$ cat config.mk
export PLATFORM = sky130hd
export DESIGN_NAME = vc_rr_msg_merge
export DESIGN_NICKNAME = d
export VERILOG_FILES = /design/src/rtl/vc_rr_msg_merge_pkg.sv /design/src/rtl/vc_rr_msg_merge_arb.sv /design/src/rtl/vc_rr_msg_merge.sv
export SDC_FILE = /design/constraint.sdc
export NUM_CORES = 1
export LEC_CHECK = 0
export ABC_AREA = 1
export BUFFER_PORTS_ARGS = -buffer_cell sky130_fd_sc_hd__clkbuf_2
export CORE_MARGIN = 2
export CORE_UTILIZATION = 47
export CTS_CLUSTER_DIAMETER = 80
export DETAILED_ROUTE_END_ITERATION = 6
export PLACE_DENSITY_LB_ADDON = 0.08
export SLEW_MARGIN = 40
export SYNTH_ARGS = -nofsm -noshare
export SYNTH_HDL_FRONTEND = slang
export SYNTH_SLANG_ARGS = --single-unit
$ cat constraint.sdc
create_clock -name clk -period 1.9 [get_ports clk]
set_input_delay 0.475 -clock clk [delete_from_list [all_inputs] [get_ports clk]]
set_output_delay 0.475 -clock clk [all_outputs]
set_load 0.01 [all_outputs]
$ cat src/rtl/vc_rr_msg_merge_pkg.sv
// rtl/vc_rr_msg_merge_pkg.sv - shared helpers for the round-robin message merge
package vc_rr_msg_merge_pkg;

  // Circular successor of idx in 0..n-1; explicit wrap so non-power-of-two n works.
  function automatic int unsigned rr_next(int unsigned idx, int unsigned n);
    return (idx + 1 >= n) ? 0 : idx + 1;
  endfunction

endpackage

$ cat src/rtl/vc_rr_msg_merge_arb.sv
// rtl/vc_rr_msg_merge_arb.sv - round-robin priority arbiter with kill input
module vc_rr_arb_prio
  import vc_rr_msg_merge_pkg::*;
#(
  parameter int unsigned p_num_reqs = 4
) (
  input  logic                          clk,
  input  logic                          reset,
  input  logic [p_num_reqs-1:0]         reqs,
  input  logic                          kin,
  output logic [p_num_reqs-1:0]         grants,
  output logic [$clog2(p_num_reqs)-1:0] grant_idx
);

  localparam int unsigned p_src_nbits = $clog2(p_num_reqs);

  logic [p_src_nbits-1:0] ptr;
  logic                   found;
  int unsigned            idx;

  // Scan requesters starting at ptr, wrapping around the requester count.
  always_comb begin
    grants    = '0;
    grant_idx = '0;
    found     = 1'b0;
    idx       = 0;
    for (int unsigned i = 0; i < p_num_reqs; i++) begin
      idx = 32'(ptr) + i;
      if (idx >= p_num_reqs) idx = idx - p_num_reqs;
      if (!found && reqs[idx]) begin
        found       = 1'b1;
        grants[idx] = 1'b1;
        grant_idx   = p_src_nbits'(idx);
      end
    end
    if (kin) grants = '0;
  end

  always_ff @(posedge clk) begin
    if (reset) begin
      ptr <= '0;
    end else if (!kin && found) begin
      ptr <= p_src_nbits'(rr_next(32'(grant_idx), p_num_reqs));
    end
  end

endmodule

$ cat src/rtl/vc_rr_msg_merge.sv
// rtl/vc_rr_msg_merge.sv - round-robin merge of val/rdy streams into one registered output
module vc_rr_msg_merge
  import vc_rr_msg_merge_pkg::*;
#(
  parameter int unsigned p_msg_nbits = 8,
  parameter int unsigned p_num_reqs  = 4,
  parameter int unsigned p_src_nbits = $clog2(p_num_reqs)
) (
  input  logic                              clk,
  input  logic                              reset,
  input  logic [p_num_reqs-1:0]             in_val,
  output logic [p_num_reqs-1:0]             in_rdy,
  input  logic [p_num_reqs*p_msg_nbits-1:0] in_msg,
  output logic                              out_val,
  input  logic                              out_rdy,
  output logic [p_msg_nbits-1:0]            out_msg,
  output logic [p_src_nbits-1:0]            out_src,
  output logic [31:0]                       num_msgs
);

  logic                   full;
  logic [p_msg_nbits-1:0] msg_reg;
  logic [p_src_nbits-1:0] src_reg;
  logic                   can_accept;
  logic                   in_xfer;
  logic                   out_xfer;
  logic [p_num_reqs-1:0]  grants;
  logic [p_src_nbits-1:0] grant_idx;
  logic [p_msg_nbits-1:0] req_msg [p_num_reqs];

  assign can_accept = !reset && (!full || out_rdy);

  vc_rr_arb_prio #(
    .p_num_reqs (p_num_reqs)
  ) arb (
    .clk       (clk),
    .reset     (reset),
    .reqs      (in_val),
    .kin       (!can_accept),
    .grants    (grants),
    .grant_idx (grant_idx)
  );

  // Grants are already masked by the kill input, so a grant is a transfer.
  assign in_rdy   = grants;
  assign in_xfer  = |grants;
  assign out_xfer = full && out_rdy;

  always_comb begin
    for (int unsigned i = 0; i < p_num_reqs; i++) begin
      req_msg[i] = in_msg[i*p_msg_nbits +: p_msg_nbits];
    end
  end

  always_ff @(posedge clk) begin
    if (reset) begin
      full     <= 1'b0;
      msg_reg  <= '0;
      src_reg  <= '0;
      num_msgs <= '0;
    end else begin
      if (in_xfer) begin
        full    <= 1'b1;
        msg_reg <= req_msg[grant_idx];
        src_reg <= grant_idx;
      end else if (out_xfer) begin
        full <= 1'b0;
      end
      if (out_xfer) num_msgs <= num_msgs + 32'd1;
    end
  end

  assign out_val = full;
  assign out_msg = msg_reg;
  assign out_src = src_reg;

endmodule

Yosys cells after proc, flatten, opt, wreduce, memory -nomap -nowiden
Cells that the tools add are included.
W data, S select, Z words.
- logic and storage cells: 89
- input bits: 39
- bits in registers: 45
- add/sub/neg operators: 9
- $lt $le $gt $ge: 14
- bitwise operators: 4
- reductions and logical operators: 18
- mux-type cells: 39
- operator list (operator ; count):
    $ge A32 B1 Y1 const B ; 4
    $lt A32 B3 Y1 const B ; 4
    $mux W32 ; 4
    $ge A32 B3 Y1 const B ; 3
    $sub A32 B3 Y32 const B ; 3
    $add A32 B1 Y32 const B ; 1
    $mux W4 ; 5
    $bmux W8 S2 ; 1
    $mux W8 ; 2
    $mux W1 ; 14
    $or A4 B4 Y4 ; 3
    $logic_and A1 B1 Y1 ; 10
    $mux W2 ; 5
    $bmux W1 S2 ; 4
    $demux W1 S2 ; 4
    $add A2 B1 Y3 const B ; 2
    $add A2 B2 Y3 const B ; 2
    $ge A3 B3 Y1 const B ; 2
    $logic_not A1 Y1 ; 5
    $reduce_or A4 Y1 ; 1
    $sub A2 B3 Y4 const B ; 1
    $ge A2 B3 Y1 const B ; 1
    $not A2 Y3 ; 1
    $reduce_bool A2 Y1 ; 1
    $logic_or A1 B1 Y1 ; 1

Longest topological paths before layout
Gate-level depths: netlist (run 1).
- word-level depth: 18
- gate-level depth with buffers: 18
- gate-level depth less buffers: 16

Hierarchy
Synthesis (run 1) repeated with hierarchy kept, for this count alone.
- cell total of the unflattened synthesis: 491
- area total of the unflattened synthesis: 3200.6 µm²
- by module, submodules not included (module ; area each (µm²) ; cells each ; times used):
    vc_rr_msg_merge ; 2547.4 ; 386 ; 1
    vc_rr_arb_prio ; 653.1 ; 105 ; 1

Least setup slack after synthesis (run 1)
OpenSTA, ideal clock, no wires.
- path kind: register -> register
- start: register arb.ptr[0]
- end: register msg_reg[4], in the netlist out_msg[4]
- arrival: 1982 ps
- cell stages (with the launch flop): 16
- setup slack: -195 ps
- buffers on the path: 2
- data required time: 1787 ps
- clock period less this slack: 2095 ps
- path through: dfxtp_1 -> buf_6 -> inv_4 -> ha_1 -> inv_1 -> nand3_1 -> nand2_1 -> nor2_2 -> nor2_1 -> nand2_4 -> buf_2 -> nand3b_1 -> nand3_1 -> nand2_1 -> nor2_1 -> nor2_1
- cells in the longest elaborated chain, start to end: 18
- ends and longest elaborated chain (item ; RTL line ; text):
    start: declaration ; vc_rr_msg_merge_arb.sv:17 ; logic [p_src_nbits-1:0] ptr;
    start signal: assignment ; vc_rr_msg_merge_arb.sv:43 ; ptr <= p_src_nbits'(rr_next(32'(grant_idx), p_num_reqs));
    parallel branches: the longest is 18 deep, another holds $sub A32 B3 Y32 ; -- ;
    end signal: assignment ; vc_rr_msg_merge.sv:64 ; msg_reg <= req_msg[grant_idx];
    end: declaration ; vc_rr_msg_merge.sv:22 ; logic [p_msg_nbits-1:0] msg_reg;
Parallel ways; which one is timed is not known. The select of a mux whose other input is x is not followed.
A chain may end at the register's enable or synchronous reset.

Final worst setup path (run 1)
- start: register arb.ptr[0]
- end: output in_rdy[0]
- cells in the longest elaborated chain, start to end: 15
- ends and longest elaborated chain (item ; RTL line ; text):
    parallel branches: the longest is 13 deep, another holds $sub A32 B3 Y32 ; -- ;
    $mux W4 (*) ; vc_rr_msg_merge_arb.sv:30 ; if (!found && reqs[idx]) begin
    $mux W4 (*) ; vc_rr_msg_merge_arb.sv:36 ; if (kin) grants = '0;
    end: declaration ; vc_rr_msg_merge.sv:12 ; output logic [p_num_reqs-1:0] in_rdy,
Mark *: on every way between the ends. The select of a mux whose other input is x is not followed.

==> summary.md, run 1 <==
| Metric | Value |
|---|---|
| Hold Path Stages | 4 |
| Setup violations, final | 17 |
| Synth-to-layout area growth | 42.15% |
| Antenna-violating nets left | 0 |
| Worst R2R Start | arb.ptr[0] |
| Die width | 83.87 um |
| DP Wirelength | 6030 um |
| Slowest-stage cell, CP | dfxtp_4 |
| Prevailing post-synth register cell | dfxtp_1 |
| Root Buffer | clkbuf_8 |
| Setup TNS | -4.013 ns |
| Height of the die | 83.87 um |
| Period minus WS final | 2.339 ns |
| Delay of the slowest critical-path stage | 0.37 ns |
| Final wirelength | 8209 um |
| Critical path peak fanout | 10 |
| Outcome | finished, violations left |
| Nets@finish | 655 |
| CP Class | flop to output pin |
| Post-Syn Area per Cell | 6.378 um^2 |
| Total CTS buffers | 5 |
| WHS | 0.4717 ns |
| Reg2reg end | out_msg[6] |
| Hold_sp | out_rdy |
| Yosys reg bits | 45 |
| Setup ws final | -0.4389 ns |
| FP Rows | 29 |
| Cell mode on critical path | nand2_2 |
| VDD IR max | 1208 uV |
| Share of layout cells above drive strength 1 | 0.3486 |
| Worst path cell trace | buf_6, nand2_1, nand2_2, nand2_4, nand2_8, nor2_8, nand4_1, nand3_2, nand2_2, inv_2, clkbuf_2 |
| Buffer and inverter count on the worst path | 3 |
| Residual DRC | 0 |
| Crit path required time | 1.42 ns |
| DR top layer | met4 |
| Global-route wire length before repair | 13630 um |
| # IOs | 86 |
| Most frequent cells in the layout | nand2_1 (98), clkbuf_2 (84), inv_1 (66) |
| Post-synthesis cell area | 0.002998 mm^2 |
| DR pass1 iterations | 4 |
| Failing checks | setup timing |
| Drt initial violations | 158 |
| Most common cell after layout, fill and taps aside | nand2_1 |
| Cell family with most CP delay | simple AND/OR/NAND/NOR gates |
| Mapped Cells | 470 |
| Largest net degree at the start of global routing | 24 |
| H-tree levels | 2 |
| Initial Util | 0.4804 |
| Vias in the first global route | 3123 |
| Clock buffer depth | 2 |
| WHS Endpoint | out_val |
| Clock Skew | 0.009487 ns |
| Area of the die | 0.007033 mm^2 |
| Routability cong. | 0.8706 |
| Sink Count | 45 |
| Core Region | 0.006241 mm^2 |
| Power per standard cell area | 1456 mW/mm^2 |
| CTS tree | done |
| Met1 Routed Length | 3845 um |
| Worst-path clk slew | 0.09 ns |
| Worst-Margin Slew | 0.6657 ns |
| Met2 WL | 3864 um |
| Crit end category | output pin |
| Synth warn | 0 |
| Worst Path Arrival | 1.86 ns |
| F_max | 427.6 MHz |
| R2R setup slack | -0.22 ns |
| GR Overflow Total | 0 |
| RSZ-0062 raised after global routing | yes |
| Cts hold-fix bufs | 0 |
| Clk_lat worst skew | 0.31 ns |
| Final hold violation count | 0 |
| Routed wl met3 | 344 um |
| GRT Total Usage | 0.2329 |
| Max_cap viols | 0 |
| Period utilization | 1.231 |
| Via/cell ratio | 5.003 |
| Asr flop ratio synth | 0 |
| Net Count, Synth | 515 |
| Buffers on Ports | 85 |
| Setup crit start kind | flop |
| Ant diodes | 0 |
| Worst R2R Path Depth | 16 |
| Pre-CTS WS | -0.1207 ns |
| Post-synth EDFFs | 0 |
| Leak Pwr | 2.113 nW |
| Slew headroom | 0.5557 |
| Via count | 3442 |
| Register area share after synthesis | 0.3005 |
| Initial antenna violation count | 0 |
| Worst hold path type | primary input to flop |
| Drt wl/cell | 11.93 um |
| Max-slew violation count | 0 |
| Netlist cell types | 36 |
Yosys cell counts (3+ instances only):
master,n,area [um^2]
o21a_1,3,22.52
buf_2,3,15.01
a21oi_1,20,100.1
nand3_1,34,170.2
xnor2_1,3,26.28
ha_1,6,75.07
nand2_4,4,45.04
nor2_2,3,18.77
inv_1,71,266.5
nor2_1,60,225.2
nand4_1,13,81.33
nor3b_1,4,30.03
nand2_1,112,420.4
xor2_1,8,70.07
nand2_2,6,37.54
inv_2,3,11.26
o21ai_0,11,55.05
a21boi_0,3,22.52
nor3_1,16,80.08
nand3b_1,16,120.1
dfxtp_1,45,900.9
nor4_1,3,18.77
clkbuf_1,5,18.77
through the flow:
stage / total power (W) / cell area [um^2] / utilization / std cells
after floorplan: 0.003598 / 3047 / - / 470
after global placement: 0.004444 / 3849 / 0.6167 / 665
after detailed placement: 0.004502 / 3849 / 0.6167 / 665
after CTS: 0.005749 / 4085 / 0.6546 / 682
after global routing: 0.006707 / 4262 / 0.6828 / 688
final: 0.006203 / 4262 / 0.6828 / 688
routing by layer:
metal	up-vias	track usage
li1	1789	-
met2	100	0.3825
met4	0	0.07771
met1	1536	0.3115
met3	17	0.03759
met5	-	0
timing repair:
action,CTS,global route
cloned,2,1
setup buffers,7,5
endpoints found under the setup margin,16,28
pin swaps,3,10
resized for setup,11,36
worst max-delay path by stage:
stage	cells after the start	end	slack, ns	from
global placement	9	num_msgs[21]	-0.1	out_rdy
finish	11	in_rdy[0]	-0.44	arb.ptr[0]
floorplan	11	in_rdy[0]	-0.03	arb.ptr[0]
CTS	11	in_rdy[0]	-0.38	arb.ptr[0]
detailed placement	15	out_msg[6]	-0.12	in_val[3]
global route	11	in_rdy[0]	-0.55	arb.ptr[0]
kinds of logic after synthesis:
group,after synthesis,synth area share
AOI/OAI and AO/OA,46,0.09224
buffers and inverters,87,0.1185
adders and majority gates,6,0.02504
xor gates and xnor gates,11,0.03214
and+or+nand+nor,275,0.4316
DFF,45,0.3005
where the power goes:
group	internal (W)	leakage, nW	switching (W)
sequential	0.00107	0.367	0.0000735
clock	0.000266	0.0447	0.000367
combinational	0.00207	1.70	0.00236
cell type report:
class                      instances  area, um^2
clock buffer                       5       68.82
clock inverter                     3       25.02
fill                             556        1979
inverter                          75       289.0
multi-input combinational        339        1914
sequential                        45       908.4
tap                               77       96.34
timing repair buffer             144       959.7
flip-flops by register name, indices dropped and copies added, names as in the netlist:
signal / count
out_val: 1
num_msgs: 32
arb.ptr: 2
out_src: 2
out_msg: 8
worst register-to-register path: stages (launching register included):
cell     delay, ns
dfxtp_4       0.37
buf_6         0.15
nand2_1       0.09
nand2_2       0.07
nand2_4       0.11
nand2_8       0.08
nor2_8        0.16
nand3_1       0.10
nand3_1       0.12
nand2_2       0.07
buf_4         0.16
nand2_2       0.08
nor2_4        0.05
buf_4         0.14
buf_16        0.14
nor2_1        0.10
nor2_1        0.05
Power figures use the tool's default switching activity.
==> run 2: changes to the inputs <==
--- a/config.mk
+++ b/config.mk
@@ -5,10 +5,9 @@
 export SDC_FILE = /design/constraint.sdc
 export NUM_CORES = 1
 export LEC_CHECK = 0
-export ABC_AREA = 1
 export BUFFER_PORTS_ARGS = -buffer_cell sky130_fd_sc_hd__clkbuf_2
 export CORE_MARGIN = 2
-export CORE_UTILIZATION = 47
+export CORE_UTILIZATION = 48
 export CTS_CLUSTER_DIAMETER = 80
 export DETAILED_ROUTE_END_ITERATION = 6
 export PLACE_DENSITY_LB_ADDON = 0.08
==> summary.md, run 2 <==
| Metric | Value |
|---|---|
| Outcome | finished, violations left |
| Failing checks | setup timing |
| Initial antenna violation count | 0 (unchanged) |
| Asr flop ratio synth | 0 (unchanged) |
| Period utilization | 1.515 (+0.2841) |
| Max_cap viols | 0 (unchanged) |
| Simple-gate share of the synthesized area | 0.2519 (-0.1796) |
| Most frequent cells in the layout | clkbuf_2 (82), buf_4 (64), nand2_1 (35), nor2_1 (35), dfxtp_1 (33) |
| Post-synth top cells | dfxtp_1 (45), a21oi_1 (40), nor2_1 (38) |
| Core Region | 0.006681 mm^2 (+7.1%) |
| Post-synthesis cell area | 0.003263 mm^2 (+8.8%) |
| Register area share after synthesis | 0.2761 (-0.02443) |
| Post-synthesis mux area share | 0.09356 (+0.09356) |
| DP Wirelength | 6962 um (+15%) |
| GRT Total Usage | 0.2619 (+0.02903) |
| Drt initial violations | 160 (+1.3%) |
| Residual DRC | 0 (unchanged) |
| H-tree levels | 2 (unchanged) |
| Antenna-violating nets left | 0 (unchanged) |
| GR Overflow Total | 0 (unchanged) |
| Delay of the slowest critical-path stage | 0.58 ns (+0.21 ns) |
| Post-synth EDFFs | 0 (unchanged) |
| Power per standard cell area | 1463 mW/mm^2 (+0.50%) |
| Setup ws final | -0.9787 ns (-0.5399 ns) |
| Post-synthesis adder-cell area fraction | 0.02301 (-0.002036) |
| Sink Count | 45 (unchanged) |
| Setup TNS | -15.38 ns (-11.37 ns) |
| Slew headroom | 0.5516 (-0.004132) |
| Routability cong. | 0.8701 (about the same) |
| Global-route wire length before repair | 16080 um (+18%) |
| Crit path required time | 1.42 ns (about the same) |
| Setup violations, final | 24 (+7) |
| Height of the die | 86.45 um (+3.1%) |
| Ant diodes | 0 (unchanged) |
| Leak Pwr | 2.040 nW (-3.5%) |
| Die width | 86.45 um (+3.1%) |
| Nets@finish | 616 (-6.0%) |
| Netlist cell types | 53 (+47%) |
| Area of the die | 0.007474 mm^2 (+6.3%) |
| Synth warn | 0 (unchanged) |
| Initial Util | 0.4884 (+0.008037) |
| Total CTS buffers | 5 (unchanged) |
| Synth-to-layout area growth | 48.50% |
| VDD IR max | 846.1 uV (-30%) |
| Clk_lat worst skew | 0.30 ns (about the same) |
| Largest register FFs | 32 (unchanged) |
| CP Class | flop to output pin |
| Final hold violation count | 0 (unchanged) |
| Yosys reg bits | 45 (unchanged) |
| Pwr Total | 0.007089 W (+14%) |
| Placed Instances | 629 (-5.4%) |
| Register Area | 923.4 um^2 (+1.7%) |
| Final wirelength | 10110 um (+23%) |
| Worst-path clk slew | 0.09 ns (about the same) |
| F_max | 347.4 MHz (-19%) |
| Worst Path Arrival | 2.40 ns (+0.54 ns) |
| Critical path peak fanout | 5 (-5) |
| # IOs | 86 (unchanged) |
| Largest net degree at the start of global routing | 46 (+92%) |
| Mapped Cells | 426 (-9.4%) |
| Most common cell after layout, fill and taps aside | clkbuf_2 |
| Cell taking the most area after synthesis | dfxtp_1 |
| Area of the multi-input gates | 0.002499 mm^2 (+31%) |
| Setup crit start kind | flop |
| XOR/XNOR Fraction of Synth Area | 0.06173 (+0.02960) |
| Top-count cell post-synth | dfxtp_1 |
| RSZ-0062 raised after global routing | yes |
| Cts hold-fix bufs | 0 (unchanged) |
| Drt wl/cell | 15.50 um (+30%) |
| Crit end category | output pin |
| Root Buffer | clkbuf_8 |
| Slowest-stage cell, CP | mux4_2 |
| Period minus WS final | 2.879 ns (+0.5399 ns) |
| Main combinational cell family by area after synthesis | simple AND/OR/NAND/NOR gates |
| Via/cell ratio | 5.821 (+16%) |
| Buffers on Ports | 85 (unchanged) |
| Clock buffer depth | 2 (unchanged) |
| Share of layout cells above drive strength 1 | 0.4353 (+0.08671) |
| Via count | 3795 (+10%) |
| Most flop-heavy register | num_msgs |
| Post-synth top area share | 0.2761 (-0.02443) |
| DR pass1 iterations | 5 (+1) |
| Worst path cell trace | clkinv_8, ha_4, mux4_2, and2_4, o31a_1, buf_4, a21oi_2, buf_2 |
| Worst hold path type | flop to flop |
| Vias in the first global route | 3529 (+13%) |
| Post-Syn Area per Cell | 7.660 um^2 (+20%) |
| Max-slew violation count | 0 (unchanged) |
| Ranking of synthesized cells by area | dfxtp_1 (28%), a21oi_1 (6.1%), mux2i_1 (5.2%) |
| Worst-Margin Slew | 0.6656 ns (-0.0001031 ns) |
| Finished Layout Cells | 652 (-5.2%) |
| Fillers | 523 (-5.9%) |
| Post-synthesis compound-gate area fraction | 0.2304 (+0.1382) |
| FP Rows | 30 (+3.4%) |
| Net Count, Synth | 471 (-8.5%) |
| CTS tree | done |
| Clock Skew | 0.009181 ns (-0.0003061 ns) |
| Prevailing post-synth register cell | dfxtp_1 |
[run 2: changes by cell type after synthesis, sizes merged, moves of 11 or more]
cell and delta:
inv -60, nor2 -26, o22ai +11, a21oi +21, o21ai +15, nor2b +14
nand2 -85, clkbuf +16, nand3b -16, mux2i +18, nand3 -21
[run 2: metrics by stage]
stage	setup WS (ns)	hold slack, ns	util	area, um^2
2_1_floorplan	-0.9337	0.4875	-	3433
3_3_place_gp	-0.6795	0.4644	0.6534	4365
3_5_place_dp	-0.7297	0.4749	0.6534	4365
4_1_cts	-0.9619	0.4951	0.6998	4676
5_1_grt	-1.067	0.5097	0.7253	4846
6_report	-0.9787	0.4936	0.7253	4846
[run 2: routing by layer]
layer / wire (um) / track usage / part of all wire / up-vias
met2: 4820 / 0.4238 / 0.48 / 141
met1: 4562 / 0.3595 / 0.45 / 1791
met5: 0 / 0 / 0 / -
li1: - / - / - / 1845
met4: 144 / 0.08239 / 0.014 / 0
met3: 580 / 0.04000 / 0.057 / 18
[run 2: final cells by class]
| type | count | area share |
|---|---|---|
| inverters | 16 | 0.01498 |
| repair buffers | 166 | 0.2412 |
| flip-flops and latches | 45 | 0.1905 |
| clock buffers | 6 | 0.01498 |
| clock inverters | 2 | 0.002066 |
| well taps | 80 | 0.02066 |
| multi-input cells | 337 | 0.5156 |
[run 2: worst max-delay path, delay by kind of cell (launching register included)]
kind	cells	cell delay [ns]
simple gates	1	0.17
buf+inv	3	0.33
flops	1	0.39
fa+ha+maj	1	0.27
compound gates	2	0.35
mux	1	0.58
[run 2: kinds of logic after synthesis]
group | Yosys count
mux | 24
fa+ha+maj | 6
simple gates | 163
flops | 45
buf+inv | 47
xor+xnor | 23
compound gates | 118
[run 2: worst paths after layout]
| check | startpoint | slack (ns) | to | cells past startpoint |
|---|---|---|---|---|
| max | arb.ptr[0] | -0.98 | in_rdy[2] | 8 |
| min | out_src[1] | 0.49 | out_src[1] | 2 |
| max reg2reg | arb.ptr[0] | -0.90 | out_msg[0] | 12 |
| min reg2reg | out_src[1] | 0.49 | out_src[1] | 2 |
[run 2: report_power, final]
group / switching [W] / internal, W
Combinational: 0.00272 / 0.00263
Clock: 0.000324 / 0.000256
Sequential: 0.0000929 / 0.00106
Total: 0.00313 / 0.00395
[run 2: timing repair]
action,in CTS,in global routing
pin swaps,25,22
setup endpoints to repair,25,27
buffers inserted,6,7
gates cloned,4,1
gates resized for setup,28,30
==> run 3: changes to the inputs <==
--- a/config.mk
+++ b/config.mk
@@ -15,3 +15,4 @@
 export SYNTH_ARGS = -nofsm -noshare
 export SYNTH_HDL_FRONTEND = slang
 export SYNTH_SLANG_ARGS = --single-unit
+export TNS_END_PERCENT = 20
==> summary.md, run 3 (synthesis gave the netlist of run 2 again) <==
| Metric | Value |
|---|---|
| RSZ-0062 raised after global routing | yes |
| Buffers on Ports | 85 (unchanged) |
| Drt wl/cell | 15.27 um (-1.5%) |
| R2R setup slack | -0.85 ns (+0.05 ns) |
| Power per standard cell area | 1425 mW/mm^2 (-2.6%) |
| DP Wirelength | 6895 um (-0.97%) |
| Leak Pwr | 1.951 nW (-4.4%) |
| Final hold violation count | 0 (unchanged) |
| Setup crit start kind | flop |
| Outcome | finished, violations left |
| Clk_lat worst skew | 0.30 ns (about the same) |
| Placed Instances | 628 (-0.16%) |
| Synth-to-layout area growth | 40.11% |
| Initial antenna violation count | 0 (unchanged) |
| Max_cap viols | 0 (unchanged) |
| Worst hold path type | flop to flop |
| Layout Utilization | 0.6843 (-0.04101) |
| Finished Layout Cells | 639 (-2.0%) |
| Vias in the first global route | 3300 (-6.5%) |
| Most frequent cells in the layout | clkbuf_2 (82), buf_4 (63), dfxtp_1 (40) |
| Height of the die | 86.45 um (unchanged) |
| Sink Count | 45 (unchanged) |
| Global-route wire length before repair | 15220 um (-5.3%) |
| Period utilization | 1.514 (about the same) |
| Clock power share | 0.085 (+0.003) |
| Largest net degree at the start of global routing | 46 (unchanged) |
| F_max | 347.6 MHz (about the same) |
| H-tree levels | 2 (unchanged) |
| Routability cong. | 0.8818 (+1.3%) |
| Final wirelength | 9758 um (-3.5%) |
| Fillers | 593 (+13%) |
| Via count | 3656 (-3.7%) |
| Most common cell after layout, fill and taps aside | clkbuf_2 |
| Setup ws final | -0.9767 ns (+0.001992 ns) |
| # IOs | 86 (unchanged) |
| Critical path peak fanout | 8 (+3) |
| Via/cell ratio | 5.721 (-1.7%) |
| CTS tree | done |
| FP Rows | 30 (unchanged) |
| Most flop-heavy register | num_msgs |
| GRT Total Usage | 0.2485 (-0.01344) |
| Worst-path clk slew | 0.08 ns (about the same) |
| Sequential power share | 0.175 (+0.012) |
| CP Launch Point | arb.ptr[0] |
| Worst R2R Path Depth | 11 (-1) |
| Root Buffer | clkbuf_8 |
| Largest register FFs | 32 (unchanged) |
| Area of the die | 0.007474 mm^2 (unchanged) |
| Setup violations, final | 24 (unchanged) |
| Internal Power | 0.003671 W (-7.1%) |
| Switching Power | 0.002846 W (-9.2%) |
| Pwr Total | 0.006517 W (-8.1%) |
| Worst-Margin Slew | 0.4909 ns (-0.1747 ns) |
| Worst Path Arrival | 2.40 ns (about the same) |
| Crit end category | output pin |
| Reg2reg end | out_src[1] |
| Slew headroom | 0.6727 (+0.1211) |
| Core Region | 0.006681 mm^2 (unchanged) |
| Failing checks | setup timing |
| VDD IR max | 758.5 uV (-10%) |
| Crit path required time | 1.42 ns (about the same) |
| Logic gate share of total power | 0.740 (-0.015) |
| Die width | 86.45 um (unchanged) |
| Ant diodes | 0 (unchanged) |
| Share of layout cells above drive strength 1 | 0.3846 (-0.05070) |
| CP Class | flop to output pin |
| GR Overflow Total | 0 (unchanged) |
| Clock Skew | 0.005629 ns (-0.003552 ns) |
| Clock buffer depth | 2 (unchanged) |
| Max-slew violation count | 0 (unchanged) |
| Worst setup path end | in_rdy[1] |
| Drt initial violations | 162 (+1.3%) |
| DR pass1 iterations | 5 (unchanged) |
| Total CTS buffers | 5 (unchanged) |
| Initial Util | 0.4884 (unchanged) |
| Antenna-violating nets left | 0 (unchanged) |
| Period minus WS final | 2.877 ns (-0.001992 ns) |
| Residual DRC | 0 (unchanged) |
| Net Sw Frac | 0.4367 (-0.005559) |
| Setup TNS | -14.23 ns (+1.149 ns) |
| Worst R2R Start | arb.ptr[0] |
| Nets@finish | 605 (-1.8%) |
-- run 3: cell types whose count changed in the layout (fill, tap and decap cells not counted), sizes merged --
cell and change:
and2 -1, buf -7, clkbuf -2, clkinv -1, mux4 -1, nand2 -1
-- run 3: layout make-up --
cell class	instances	area, um^2	area share
multi-input cells	334	2338	0.5115
repair buffers	158	1077	0.2356
clock buffers	5	68.82	0.01505
flip-flops and latches	45	909.6	0.1990
well taps	80	100.1	0.02189
inverters	16	72.57	0.01587
clock inverters	1	5.005	0.001095
-- run 3: power by group through the flow --
stage	Combinational [W]	Sequential (W)	Clock, W
global route	0.00523	0.00115	0.000603
finish	0.00482	0.00114	0.000555
floorplan	0.00283	0.00120	0
global placement	0.00424	0.00115	0
detailed placement	0.00430	0.00115	0
CTS	0.00448	0.00113	0.000560
-- run 3: metrics by stage --
step / area (um^2) / worst slack, ns / hold WS (ns)
5_1_grt: 4572 / -1.052 / 0.5016
6_report: 4572 / -0.9767 / 0.4857
3_5_place_dp: 4268 / -0.7179 / 0.4711
3_3_place_gp: 4268 / -0.6592 / 0.4626
4_1_cts: 4439 / -0.9631 / 0.4824
2_1_floorplan: 3341 / -0.9337 / 0.4931
-- run 3: worst max-delay path, stage by stage, from the launching register on --
cell,delay (ns)
dfxtp_4,0.38
clkinv_8,0.05
ha_4,0.26
mux4_2,0.60
nor2b_4,0.17
o31a_1,0.28
buf_4,0.14
a21oi_2,0.09
buf_2,0.14
-- run 3: what timing repair did --
| item | in CTS | in global routing |
|---|---|---|
| setup buffers | 3 | 2 |
| gates resized for setup | 20 | 27 |
| hold buffers | 0 | 0 |
| endpoints found under the hold margin | 0 | 0 |
| pin swaps | 8 | 11 |
| cloned | 0 | 1 |
| setup endpoints to repair | 30 | 30 |
-- run 3: per-layer routing --
metal  up-vias  GRT usage  wire length [um]
met5         -          0                 0
met4         0    0.07670               165
met3        18    0.03905               444
met2        99     0.3993              4592
met1      1734     0.3434              4555
li1       1805          -                 -
-- run 3: how the worst min path moves through the flow --
stage | start | end | slack (ns) | depth (start not counted)
3_5_place_dp | out_msg[2] | out_msg[2] | 0.47 | 2
5_1_grt | out_msg[2] | out_msg[2] | 0.50 | 2
4_1_cts | out_msg[2] | out_msg[2] | 0.48 | 2
2_1_floorplan | out_src[1] | out_src[1] | 0.49 | 2
3_3_place_gp | out_src[1] | out_src[1] | 0.46 | 2
6_report | out_msg[2] | out_msg[2] | 0.49 | 2
